File: config.mk
export PLATFORM = sky130hd
export DESIGN_NAME = pipe_mem_acc
export DESIGN_NICKNAME = d
export VERILOG_FILES = /design/src/rtl/pipe_mem_pkg.sv /design/src/rtl/pipe_mem_tmo.sv /design/src/rtl/pipe_mem_acc.sv
export SDC_FILE = /design/constraint.sdc
export NUM_CORES = 1
export LEC_CHECK = 0
export CORE_MARGIN = 4
export CORE_UTILIZATION = 41
export CTS_CLUSTER_DIAMETER = 50
export DETAILED_ROUTE_END_ITERATION = 7
export DONT_BUFFER_PORTS = 1
export PLACE_DENSITY = 0.53
export SETUP_SLACK_MARGIN = 0.1
export SLEW_MARGIN = 20
export SYNTH_ARGS = -nofsm -noshare
export SYNTH_HDL_FRONTEND = slang
export SYNTH_HIERARCHICAL = 1
export SYNTH_SLANG_ARGS = --single-unit
File: constraint.sdc
create_clock -name clock -period 2.05 [get_ports clock]
set_input_delay 0.3075 -clock clock [delete_from_list [all_inputs] [get_ports clock]]
set_output_delay 0.3075 -clock clock [all_outputs]
set_load 0.1 [all_outputs]
File: src/rtl/pipe_mem_pkg.sv
// rtl/pipe_mem_pkg.sv - shared types and sizes for the MEM stage access unit
package pipe_mem_pkg;

    typedef enum logic {
        IDLE = 1'b0,
        BUSY = 1'b1
    } state_t;

    localparam int WORD_W    = 32;
    localparam int RN_W      = 5;
    localparam int TMO_LIMIT = 15;

endpackage

File: src/rtl/pipe_mem_tmo.sv
// rtl/pipe_mem_tmo.sv - bus wait counter; hit flags the last allowed wait cycle
module pipe_mem_tmo
    import pipe_mem_pkg::*;
(
    input  logic clock,
    input  logic resetn,
    input  logic enter,
    input  logic busy,
    input  logic mack,
    output logic hit
);

    logic [3:0] cnt;

    always_ff @(posedge clock or negedge resetn) begin
        if (!resetn) begin
            cnt <= '0;
        end else if (enter) begin
            cnt <= '0;
        end else if (busy && !mack) begin
            cnt <= cnt + 4'd1;
        end
    end

    assign hit = busy & ~mack & (cnt == 4'(TMO_LIMIT));

endmodule

File: src/rtl/pipe_mem_acc.sv
// rtl/pipe_mem_acc.sv - MEM stage: EXE/MEM and MEM/WB registers plus bus access FSM
// Optional bus timeout with sticky merr is built when PIPE_MEM_TIMEOUT_EN is defined.
module pipe_mem_acc
    import pipe_mem_pkg::*;
(
    input  logic              clock,
    input  logic              resetn,
    input  logic              ein_valid,
    input  logic              ewreg,
    input  logic              em2reg,
    input  logic              ewmem,
    input  logic [WORD_W-1:0] ealu,
    input  logic [WORD_W-1:0] eb,
    input  logic [RN_W-1:0]   ern,
    output logic              estall,
    output logic              mreq,
    output logic              mwe,
    output logic [WORD_W-1:0] maddr,
    output logic [WORD_W-1:0] mwdata,
    input  logic [WORD_W-1:0] mrdata,
    input  logic              mack,
    output logic              wwreg,
    output logic [RN_W-1:0]   wrn,
    output logic [WORD_W-1:0] wdata,
    output logic              merr
);

    state_t            state;
    logic              mwreg, mm2reg, mwmem, mvalid;
    logic [WORD_W-1:0] malu, mb;
    logic [RN_W-1:0]   mrn;
    logic              busy, tmo_hit, advance, enter;

    assign busy    = (state == BUSY);
    // A timeout ends the access like an ack, so upstream may advance on that edge.
    assign estall  = busy & ~mack & ~tmo_hit;
    assign advance = ~estall;
    assign enter   = advance & ein_valid & (em2reg | ewmem);

`ifdef PIPE_MEM_TIMEOUT_EN
    pipe_mem_tmo u_tmo (
        .clock  (clock),
        .resetn (resetn),
        .enter  (enter),
        .busy   (busy),
        .mack   (mack),
        .hit    (tmo_hit)
    );

    always_ff @(posedge clock or negedge resetn) begin
        if (!resetn) begin
            merr <= 1'b0;
        end else if (tmo_hit) begin
            merr <= 1'b1;
        end
    end
`else
    assign tmo_hit = 1'b0;
    assign merr    = 1'b0;
`endif

    always_ff @(posedge clock or negedge resetn) begin
        if (!resetn) begin
            state  <= IDLE;
            mwreg  <= 1'b0;
            mm2reg <= 1'b0;
            mwmem  <= 1'b0;
            mvalid <= 1'b0;
            malu   <= '0;
            mb     <= '0;
            mrn    <= '0;
        end else if (advance) begin
            state  <= enter ? BUSY : IDLE;
            mwreg  <= ewreg;
            mm2reg <= em2reg;
            mwmem  <= ewmem;
            mvalid <= ein_valid;
            malu   <= ealu;
            mb     <= eb;
            mrn    <= ern;
        end
    end

    always_ff @(posedge clock or negedge resetn) begin
        if (!resetn) begin
            wwreg <= 1'b0;
            wrn   <= '0;
            wdata <= '0;
        end else if (!busy) begin
            wwreg <= mwreg & mvalid;
            wrn   <= mrn;
            wdata <= malu;
        end else if (mack) begin
            wwreg <= mwreg;
            wrn   <= mrn;
            wdata <= mm2reg ? mrdata : malu;
        end else begin
            wwreg <= 1'b0;
        end
    end

    assign mreq   = busy;
    assign mwe    = busy & mwmem;
    assign maddr  = busy ? {malu[WORD_W-1:2], 2'b00} : '0;
    assign mwdata = busy ? mb : '0;

endmodule

==> key figures, run 1 <==
Layout
  • Net count, final: between 600 and 700
  • Final core utilization: between 50 and 60%
  • Area growth syn-to-layout: 34.8%
  • Ant diodes: 0
  • Share of post-route cells with drive strength above 1: 29.5%

Logic synthesis
  • Post-synth EDFFs: 0
  • Synth Area in XOR/XNOR: 0%
  • Simple-Gate Fraction of Synth Area: 26.6%
  • Post-synthesis sequential area ratio: a little under three fifths
  • Post-synthesis adder-cell area fraction: 0%
  • Unique masters post-synth: 18
  • Area fraction in compound gates after synthesis: a little over a tenth
  • Synth Register Bits: between 100 and 150
  • Mapped Area: approximately 0.0049 mm2
  • Post-synth ARST share: 100%
  • Largest area contributor in the netlist: dfrtp_1
  • YS warnings: 6
  • Cells after synthesis: ~520
  • Top FF cell, synth: dfrtp_1
  • Mean Syn Cell Area: approximately 9.3 um2
  • Synth cell count leaders: nand2_1, dfrtp_1, and2_1, a2bb2oi_1, o22ai_1
  • Largest family of logic cells by synthesized area: simple AND/OR/NAND/NOR gates
  • Dominant cell by count in the synthesized netlist: nand2_1
  • Multiplexer area fraction after synthesis: less than 1%
  • Largest cells by area after synthesis: dfrtp_1, nand2_1, and2_1, a2bb2oi_1, o22ai_1
  • Post-synth top area share: between 50% and 60%

Clock network
  • Worst-path clk slew: 70 ps
  • H-tree levels: 3
  • Clk sink count: roughly 110
  • Skew-Pair Late Insertion Delay: around 340 ps
  • CTS Buffer Depth: 2
  • CTS tree: yes
  • CTS root buf: clkbuf_16
  • Num CTS Buffers: 9

Timing
  • Final number of setup-violating endpoints: 0
  • Hold Worst Slack: -343 ps
  • Final Hold Fails: between 100 and 150
  • RSZ-0062 raised after global routing: false
  • Period Utilization, post-route: 90.5%
  • TNS Setup: 0 ps
  • Clock Skew: roughly 5.1 ps
  • Shortest period the worst path allows: between 1500 and 2000 ps
  • Slew Viols, Final: 0
  • FMAX: 0.539 GHz

Power
  • Peak VDD IR: 0.493 mV
  • Power Density: ~1200 mW/mm2
  • Internal power: roughly 4.5 mW
  • Sw Ratio: 42.0%
  • Cell leakage power: ~3.2 nW
  • Combinational share of power: between 40% and 50%
  • Clock Power Share: 25.5%
  • P_sw: between 3 and 4 mW
  • Sequential share of power: roughly a third

Worst setup path
  • WP data required: between 1500 and 2000 ps
  • Endpoint class of the critical path: output port
  • Crit path launch: mreq
  • R2R Setup Slk: approximately 550 ps
  • Reg2reg path depth: 4
  • Kind of critical path: flop to output port
  • Worst EP arrival: 1550 ps
  • Worst R2R Start: mreq
  • FF-to-FF End: wdata[20]
  • CP Max Fanout: 21
  • Startpoint Class: flop

Floorplanning
  • DIE WIDTH: about 120 um
  • Die area: around 0.014 mm2
  • Num rows: 39
  • Starting Density: 42.3%
  • Io pins: about 210
  • Placeable Area: around 0.012 mm2
  • Die Height: about 120 um

Detailed routing
  • Via count: around 3700
  • Via/cell ratio: roughly 5
  • WL final: roughly 13 mm
  • Post-route ant nets: 0
  • First-pass DRT Iterations: 4
  • DRC: 0
  • Post-DR wirelength/cell: around 17 um
  • Iteration-0 DRC Markers: 230

Global route
  • Largest net degree at the start of global routing: between 100 and 150
  • Vias in the first global route: ~3800
  • GR Layer Usage met1: a little under a quarter
  • Met2 usage: about 30%
  • GR met3 Demand/Resource: between 5 and 6%
  • Busiest grt layer: met2
  • Total gr overflow: 0
  • GRT Util Overall: 18.5%
  • Initial antenna violation count: 0
  • First-pass GRT wire length: around 20 mm

Placement
  • Routability Congestion: 0.735
  • IO buf count: 0
  • Detailed Place HPWL: between 8 and 9 mm

Run
  • Total of max-cap violations: 0

Run status
  • Failing checks: negative hold slack
  • Status: finished with violations

Hold path
  • Hold WC Path Type: input pin to asynchronous set/reset pin
[stage by stage]
stage               setup WS, ps  std cells  instance area, um2  power, mW
floorplan                   66.5        525                4980       5.13
global placement             488        719                6200       5.85
finish                       196        736                6560       7.83
detailed placement           462        719                6200       5.89
CTS                         94.0        735                6550       7.90
global route                 132        736                6560       8.14
[worst max path at each step]
| stage | to | slack (ps) | cells past startpoint |
|---|---|---|---|
| global route | mwe | 130 | 3 |
| floorplan | mwdata[10] | 70 | 4 |
| finish | maddr[29] | 200 | 3 |
| detailed placement | maddr[21] | 460 | 3 |
| global placement | maddr[20] | 490 | 3 |
| CTS | mwe | 90 | 3 |
[layout by cell type, fill, tap and decap left out, types with 2 or more instances in the layout]
cell and instances:
conb_1 3, clkbuf_16 9, buf_12 47, dfrtp_1 111, a2bb2oi_1 32, bufinv_16 3
and2_2 43, buf_4 45, nand2_1 234, o21ai_0 2, o22ai_1 32, and2_4 20
[cell families after synthesis]
family / after synthesis
AND/OR/NAND/NOR: 299
multiplexers: 1
other: 1
AO/OA/AOI/OAI: 67
flip-flops: 112
buffers and inverters: 43
[what timing repair did]
action	CTS	global route
buffers inserted	0	1
pin swaps	0	0
resized for setup	1	0
endpoints found under the setup margin	6	12
hold endpoints to repair	112	112
[area by class of cell]
class / count / area, um2
Fill cell: 1025 / 4960
Timing Repair Buffer: 93 / 1290
Clock buffer: 11 / 243
Tap cell: 143 / 179
Inverter: 2 / 10.0
Sequential cell: 112 / 2810
Multi-Input combinational cell: 370 / 1930
Clock inverter: 5 / 104
[routing by layer]
| layer | routed length [um] | up-vias | part of all wire, % |
|---|---|---|---|
| met5 | 0 | - | 0 |
| met4 | 221 | 0 | 1.7 |
| met3 | 1020 | 17 | 8.0 |
| met2 | 6200 | 140 | 48 |
| met1 | 5360 | 1762 | 42 |
| li1 | - | 1808 | - |
[power by group through the flow]
| stage | Sequential [mW] | Clock, mW | Combinational [mW] |
|---|---|---|---|
| floorplan | 3.57 | 0 | 1.56 |
| global placement | 2.66 | 0 | 3.19 |
| detailed placement | 2.67 | 0 | 3.22 |
| CTS | 2.63 | 2.06 | 3.22 |
| global route | 2.65 | 2.16 | 3.33 |
| finish | 2.62 | 2.00 | 3.21 |
[worst max-delay path: stages, from the launching register on]
cell     delay (ps)
dfrtp_4         570
buf_4           240
and2_2          230
buf_12          160
[registers in the layout, indices dropped and copies added (netlist names)]
name / cells
malu: 32
mb: 32
mm2reg: 1
mreq: 1
mrn: 5
mvalid: 1
mwmem: 1
mwreg: 1
wdata: 32
wrn: 5
wwreg: 1
(Power assumes the default switching activity.)
==> inputs of run 2 (changes only) <==
==> constraint.sdc (replaced) <==
create_clock -name clock -period 2.05 [get_ports clock]
set_input_delay 0.3075 -clock clock [delete_from_list [all_inputs] [get_ports clock]]
set_output_delay 0.3075 -clock clock [all_outputs]
set_load 0.005 [all_outputs]
==> key figures, run 2 (same netlist as run 1, synthesis figures left out) <==
Worst setup path
  • Max incr delay on CP: 430 ps (-140 ps)
  • R2R Setup Slk: 800 ps (+250 ps)
  • WP data required: 1740 ps (about the same)
  • CP Max Fanout: 60 (+190%)
  • Reg2reg path depth: 3 (-1)
  • Crit path depth: 2 (-1)
  • Endpoint class of the critical path: output port
  • Startpoint Class: flop
  • Kind of critical path: flop to output port
  • Worst EP arrival: 1460 ps (-90 ps)
  • Crit path to: maddr[12]
  • Buf/Inv on CP: 1 (-1)
  • Crit-path cells: buf_4 -> and2_1
  • Crit path launch: mreq
  • Delay-heaviest family, CP: buffers and inverters
  • Worst R2R Start: mreq
  • FF-to-FF End: wwreg
  • Critical-path top delay cell: buf_4

Timing
  • Slew Viols, Final: 0 (unchanged)
  • FMAX: 0.567 GHz (+5.1%)
  • Final Hold Fails: 112 (unchanged)
  • RSZ-0062 raised after global routing: false
  • Hold Worst Slack: -344 ps (-1.13 ps)
  • Period Utilization, post-route: 86.1% (-4.4 points)
  • Shortest period the worst path allows: 1770 ps (-89.3 ps)
  • Clock Skew: 3.63 ps (-1.46 ps)
  • Final number of setup-violating endpoints: 0 (unchanged)
  • TNS Setup: 0 ps (unchanged)

Floorplanning
  • Io pins: 214 (unchanged)
  • Die area: 0.0137 mm2 (unchanged)
  • Placeable Area: 0.0115 mm2 (unchanged)
  • Num rows: 39 (unchanged)
  • Die Height: 117 um (unchanged)
  • DIE WIDTH: 117 um (unchanged)
  • Starting Density: 42.3% (unchanged)

Power
  • Power Density: 974 mW/mm2 (-18%)
  • Sequential share of power: 52.8% (+19 points)
  • P_sw: 1.30 mW (-60%)
  • Sw Ratio: 25.6% (-16 points)
  • Cell leakage power: 2.56 nW (-21%)
  • Clock Power Share: 34.3% (+8.8 points)
  • Combinational share of power: 12.8% (-28 points)
  • Peak VDD IR: 0.420 mV (-15%)
  • Internal power: 3.78 mW (-17%)

Global route
  • GRT Util Overall: 16.6% (-1.9 points)
  • First-pass GRT wire length: 17.5 mm (-10%)
  • Total gr overflow: 0 (unchanged)
  • Vias in the first global route: 3451 (-9.0%)
  • Largest net degree at the start of global routing: 113 (unchanged)
  • Initial antenna violation count: 0 (unchanged)

Run
  • Total of max-cap violations: 0 (unchanged)

Layout
  • Commonest non-fill, non-tap cell in the layout: nand2_1
  • Biggest regs: malu x32, mb x32, wdata x32
  • Share of post-route cells with drive strength above 1: 5.51% (-24 points)
  • Leading cell types in the layout, fill and taps excluded: nand2_1, dfrtp_1, and2_1
  • Net count, final: 613 (-12%)
  • # fillers: 1157 (+13%)
  • Area growth syn-to-layout: 7.10%
  • Ant diodes: 0 (unchanged)

Clock network
  • Worst-path clk slew: 70 ps (about the same)
  • CTS root buf: clkbuf_16
  • # resized after CTS: 0 (-1)
  • Num CTS Buffers: 9 (unchanged)
  • CTS Buffer Depth: 2 (unchanged)
  • Clk sink count: 112 (unchanged)
  • H-tree levels: 3 (unchanged)
  • CTS tree: yes
  • Skew-Pair Late Insertion Delay: 340 ps (about the same)

Detailed routing
  • Via/cell ratio: 5.21 (+2.8%)
  • First-pass DRT Iterations: 4 (unchanged)
  • DRC: 0 (unchanged)
  • Via count: 3390 (-9.0%)
  • Post-DR wirelength/cell: 17.9 um (+2.7%)
  • Post-route ant nets: 0 (unchanged)
  • WL final: 11.6 mm (-9.2%)
  • Iteration-0 DRC Markers: 165 (-28%)

Placement
  • IO buf count: 0 (unchanged)
  • Detailed Place HPWL: 7.92 mm (-11%)
  • Routability Congestion: 0.742 (+0.97%)

Hold path
  • Hold WC Path Type: input pin to asynchronous set/reset pin

Run status
  • Status: finished with violations
  • Failing checks: negative hold slack
[run 2: cell count changes in the layout (fill, tap and decap cells not counted), sizes merged]
| cell | before | now |
|---|---|---|
| buf | 93 | 10 |
| bufinv | 3 | 1 |
| clkinv | 2 | 1 |
| clkinvlp | 0 | 1 |
[run 2: power by group through the flow]
stage               clock network (mW)  logic [mW]  registers [mW]
floorplan                            0       0.580            2.66
global placement                     0       0.647            2.73
detailed placement                   0       0.668            2.73
CTS                               1.81       0.667            2.69
global route                      1.89       0.745            2.72
finish                            1.74       0.651            2.68
[run 2: metrics by stage]
step	power, mW	area, um2	worst slack [ps]	std cells	utilization [%]
2_1_floorplan	3.24	4870	693	525	-
3_3_place_gp	3.37	4920	697	637	42.7
3_5_place_dp	3.40	4920	643	637	42.7
4_1_cts	5.17	5210	257	651	45.3
5_1_grt	5.36	5210	154	651	45.3
6_report	5.07	5210	285	651	45.3
[run 2: worst min path at each step]
stage / from / end / cells past startpoint
2_1_floorplan: resetn / malu[0] / 0
3_3_place_gp: resetn / malu[4] / 0
3_5_place_dp: resetn / wdata[1] / 0
4_1_cts: resetn / wdata[1] / 0
5_1_grt: resetn / wdata[1] / 0
6_report: resetn / wdata[1] / 0
[run 2: area by class of cell]
class | instances | area (um2) | share of cell area, %
Tap cell | 143 | 179 | 3.43
Timing Repair Buffer | 10 | 100 | 1.92
Inverter | 2 | 10.0 | 0.192
Multi-Input combinational cell | 370 | 1820 | 35.0
Clock inverter | 3 | 42.5 | 0.816
Clock buffer | 11 | 253 | 4.85
Sequential cell | 112 | 2800 | 53.8
[run 2: what timing repair did]
action / 4_1_cts / 5_1_grt
setup buffers: 0 / 0
hold endpoints to repair: 112 / 112
endpoints found under the setup margin: 0 / 0
[run 2: worst register-to-register path, stage by stage, from the launching register on]
cell,delay [ps]
dfrtp_2,410
buf_4,440
mux2i_1,250
nor2b_1,60
[run 2: layer usage]
metal | GRT usage [%] | part of all wire [%] | up-vias
met5 | 0 | 0 | -
met2 | 26.4 | 47 | 137
met4 | 7.49 | 2.3 | 0
li1 | - | - | 1641
met1 | 20.0 | 40 | 1592
met3 | 6.58 | 11 | 20
==> inputs of run 3 (changes only) <==
--- a/config.mk
+++ b/config.mk
@@ -5,6 +5,7 @@
 export SDC_FILE = /design/constraint.sdc
 export NUM_CORES = 1
 export LEC_CHECK = 0
+export CORE_ASPECT_RATIO = 0.7
 export CORE_MARGIN = 4
 export CORE_UTILIZATION = 41
 export CTS_CLUSTER_DIAMETER = 50
==> key figures, run 3 (same netlist as run 1, synthesis figures left out) <==
Layout
  • # fillers: 1162 (+0.43%)
  • Ant diodes: 0 (unchanged)
  • Commonest non-fill, non-tap cell in the layout: nand2_1
  • Area growth syn-to-layout: 6.38%
  • Share of post-route cells with drive strength above 1: 4.55% (-0.96 points)
  • Biggest regs: malu x32, mb x32, wdata x32
  • Leading cell types in the layout, fill and taps excluded: nand2_1, dfrtp_1, and2_1
  • Net count, final: 608 (-0.82%)

Floorplanning
  • Placeable Area: 0.0113 mm2 (-2.0%)
  • Die area: 0.0137 mm2 (+0.20%)
  • DIE WIDTH: 138 um (+18%)
  • Die Height: 99.1 um (-15%)
  • Starting Density: 43.1% (+0.84 points)
  • Num rows: 32 (-18%)
  • Io pins: 214 (unchanged)

Placement
  • Routability Congestion: 0.807 (+8.8%)
  • IO buf count: 0 (unchanged)
  • Detailed Place HPWL: 8.01 mm (+1.1%)

Clock network
  • # resized after CTS: 0 (unchanged)
  • Skew-Pair Late Insertion Delay: 340 ps (about the same)
  • CTS Buffer Depth: 2 (unchanged)
  • H-tree levels: 3 (unchanged)
  • Post-CTS setup buffers: 0 (unchanged)
  • Worst-path clk slew: 70 ps (about the same)
  • CTS tree: yes
  • Clk sink count: 112 (unchanged)
  • Num CTS Buffers: 9 (unchanged)
  • CTS root buf: clkbuf_16

Timing
  • TNS Setup: 0 ps (unchanged)
  • FMAX: 0.573 GHz (+1.1%)
  • RSZ-0062 raised after global routing: false
  • Clock Skew: 10.1 ps (+6.49 ps)
  • Worst-Margin Slew: between 800 and 900 ps
  • Final Hold Fails: 112 (unchanged)
  • Hold Worst Slack: -342 ps (+1.58 ps)
  • Final number of setup-violating endpoints: 0 (unchanged)
  • Shortest period the worst path allows: 1750 ps (-18.8 ps)
  • Period Utilization, post-route: 85.2% (-0.92 points)
  • Slew Viols, Final: 0 (unchanged)
  • Worst slew margin: roughly 46%

Hold path
  • Hold WC Path Type: input pin to asynchronous set/reset pin

Run status
  • Status: finished with violations
  • Failing checks: negative hold slack

Worst setup path
  • Worst EP arrival: 1440 ps (-20 ps)
  • Endpoint class of the critical path: output port
  • WP data required: 1740 ps (about the same)
  • Worst R2R Start: mreq
  • Kind of critical path: flop to output port
  • CP Max Fanout: 78 (+30%)
  • Crit path launch: mreq
  • R2R Setup Slk: 560 ps (-240 ps)
  • Startpoint Class: flop
  • FF-to-FF End: mb[16]
  • Reg2reg path depth: 4 (+1)
  • Crit path to: estall

Detailed routing
  • Iteration-0 DRC Markers: 124 (-25%)
  • WL final: 12.1 mm (+4.3%)
  • Post-route ant nets: 0 (unchanged)
  • DRC: 0 (unchanged)
  • Via/cell ratio: 5.17 (-0.63%)
  • Via count: 3405 (+0.44%)
  • Post-DR wirelength/cell: 18.4 um (+3.1%)
  • First-pass DRT Iterations: 6 (+2)

Global route
  • Initial antenna violation count: 0 (unchanged)
  • Total gr overflow: 0 (unchanged)
  • Vias in the first global route: 3418 (-0.96%)
  • Largest net degree at the start of global routing: 113 (unchanged)
  • First-pass GRT wire length: 19.7 mm (+12%)
  • GRT Util Overall: 17.7% (+1.0 points)

Power
  • Power Density: 982 mW/mm2 (+0.84%)
  • Peak VDD IR: 0.440 mV (+4.8%)
  • Cell leakage power: 2.53 nW (-1.1%)

Run
  • Total of max-cap violations: 0 (unchanged)
-- run 3: final cells by class --
type / count / area (um2) / share of cell area [%]
clock buffer: 11 / 233 / 4.50
clock inverter: 5 / 65.1 / 1.26
inverter: 2 / 10.0 / 0.193
multi-input combinational: 370 / 1820 / 35.2
sequential: 112 / 2800 / 54.2
tap: 153 / 191 / 3.70
timing repair buffer: 5 / 50.0 / 0.967
-- run 3: per-stage QoR --
stage | setup WS [ps] | util (%) | cells | total power [mW] | cell area [um2]
6_report | 304 | 45.8 | 658 | 5.08 | 5180
5_1_grt | 198 | 45.8 | 658 | 5.38 | 5180
4_1_cts | 287 | 45.8 | 658 | 5.17 | 5180
3_5_place_dp | 536 | 43.2 | 642 | 3.39 | 4880
3_3_place_gp | 576 | 43.2 | 642 | 3.36 | 4880
2_1_floorplan | 693 | - | 525 | 3.24 | 4870
-- run 3: worst max-delay path: stages, from the launching register on --
cell and delay [ps]:
dfrtp_2 410, nand2b_4 70, inv_4 560
-- run 3: power breakdown --
| part | leakage, nW | internal [mW] | switching [mW] |
|---|---|---|---|
| registers | 1.32 | 2.48 | 0.200 |
| clock network | 0.145 | 0.963 | 0.793 |
| logic | 1.07 | 0.284 | 0.362 |
-- run 3: per-layer routing --
metal	global-route usage [%]	vias to the layer above	part of all wire, %
li1	-	1625	-
met1	24.1	1643	46
met2	27.3	128	46
met3	6.63	9	7.8
met4	3.42	0	0.74
met5	0	-	0
-- run 3: worst min-delay path by stage --
stage | from | endpoint | depth (start not counted)
CTS | resetn | wdata[16] | 0
floorplan | resetn | malu[0] | 0
global route | resetn | wdata[18] | 0
detailed placement | resetn | wdata[16] | 0
finish | resetn | wdata[16] | 0
global placement | resetn | wdata[16] | 0
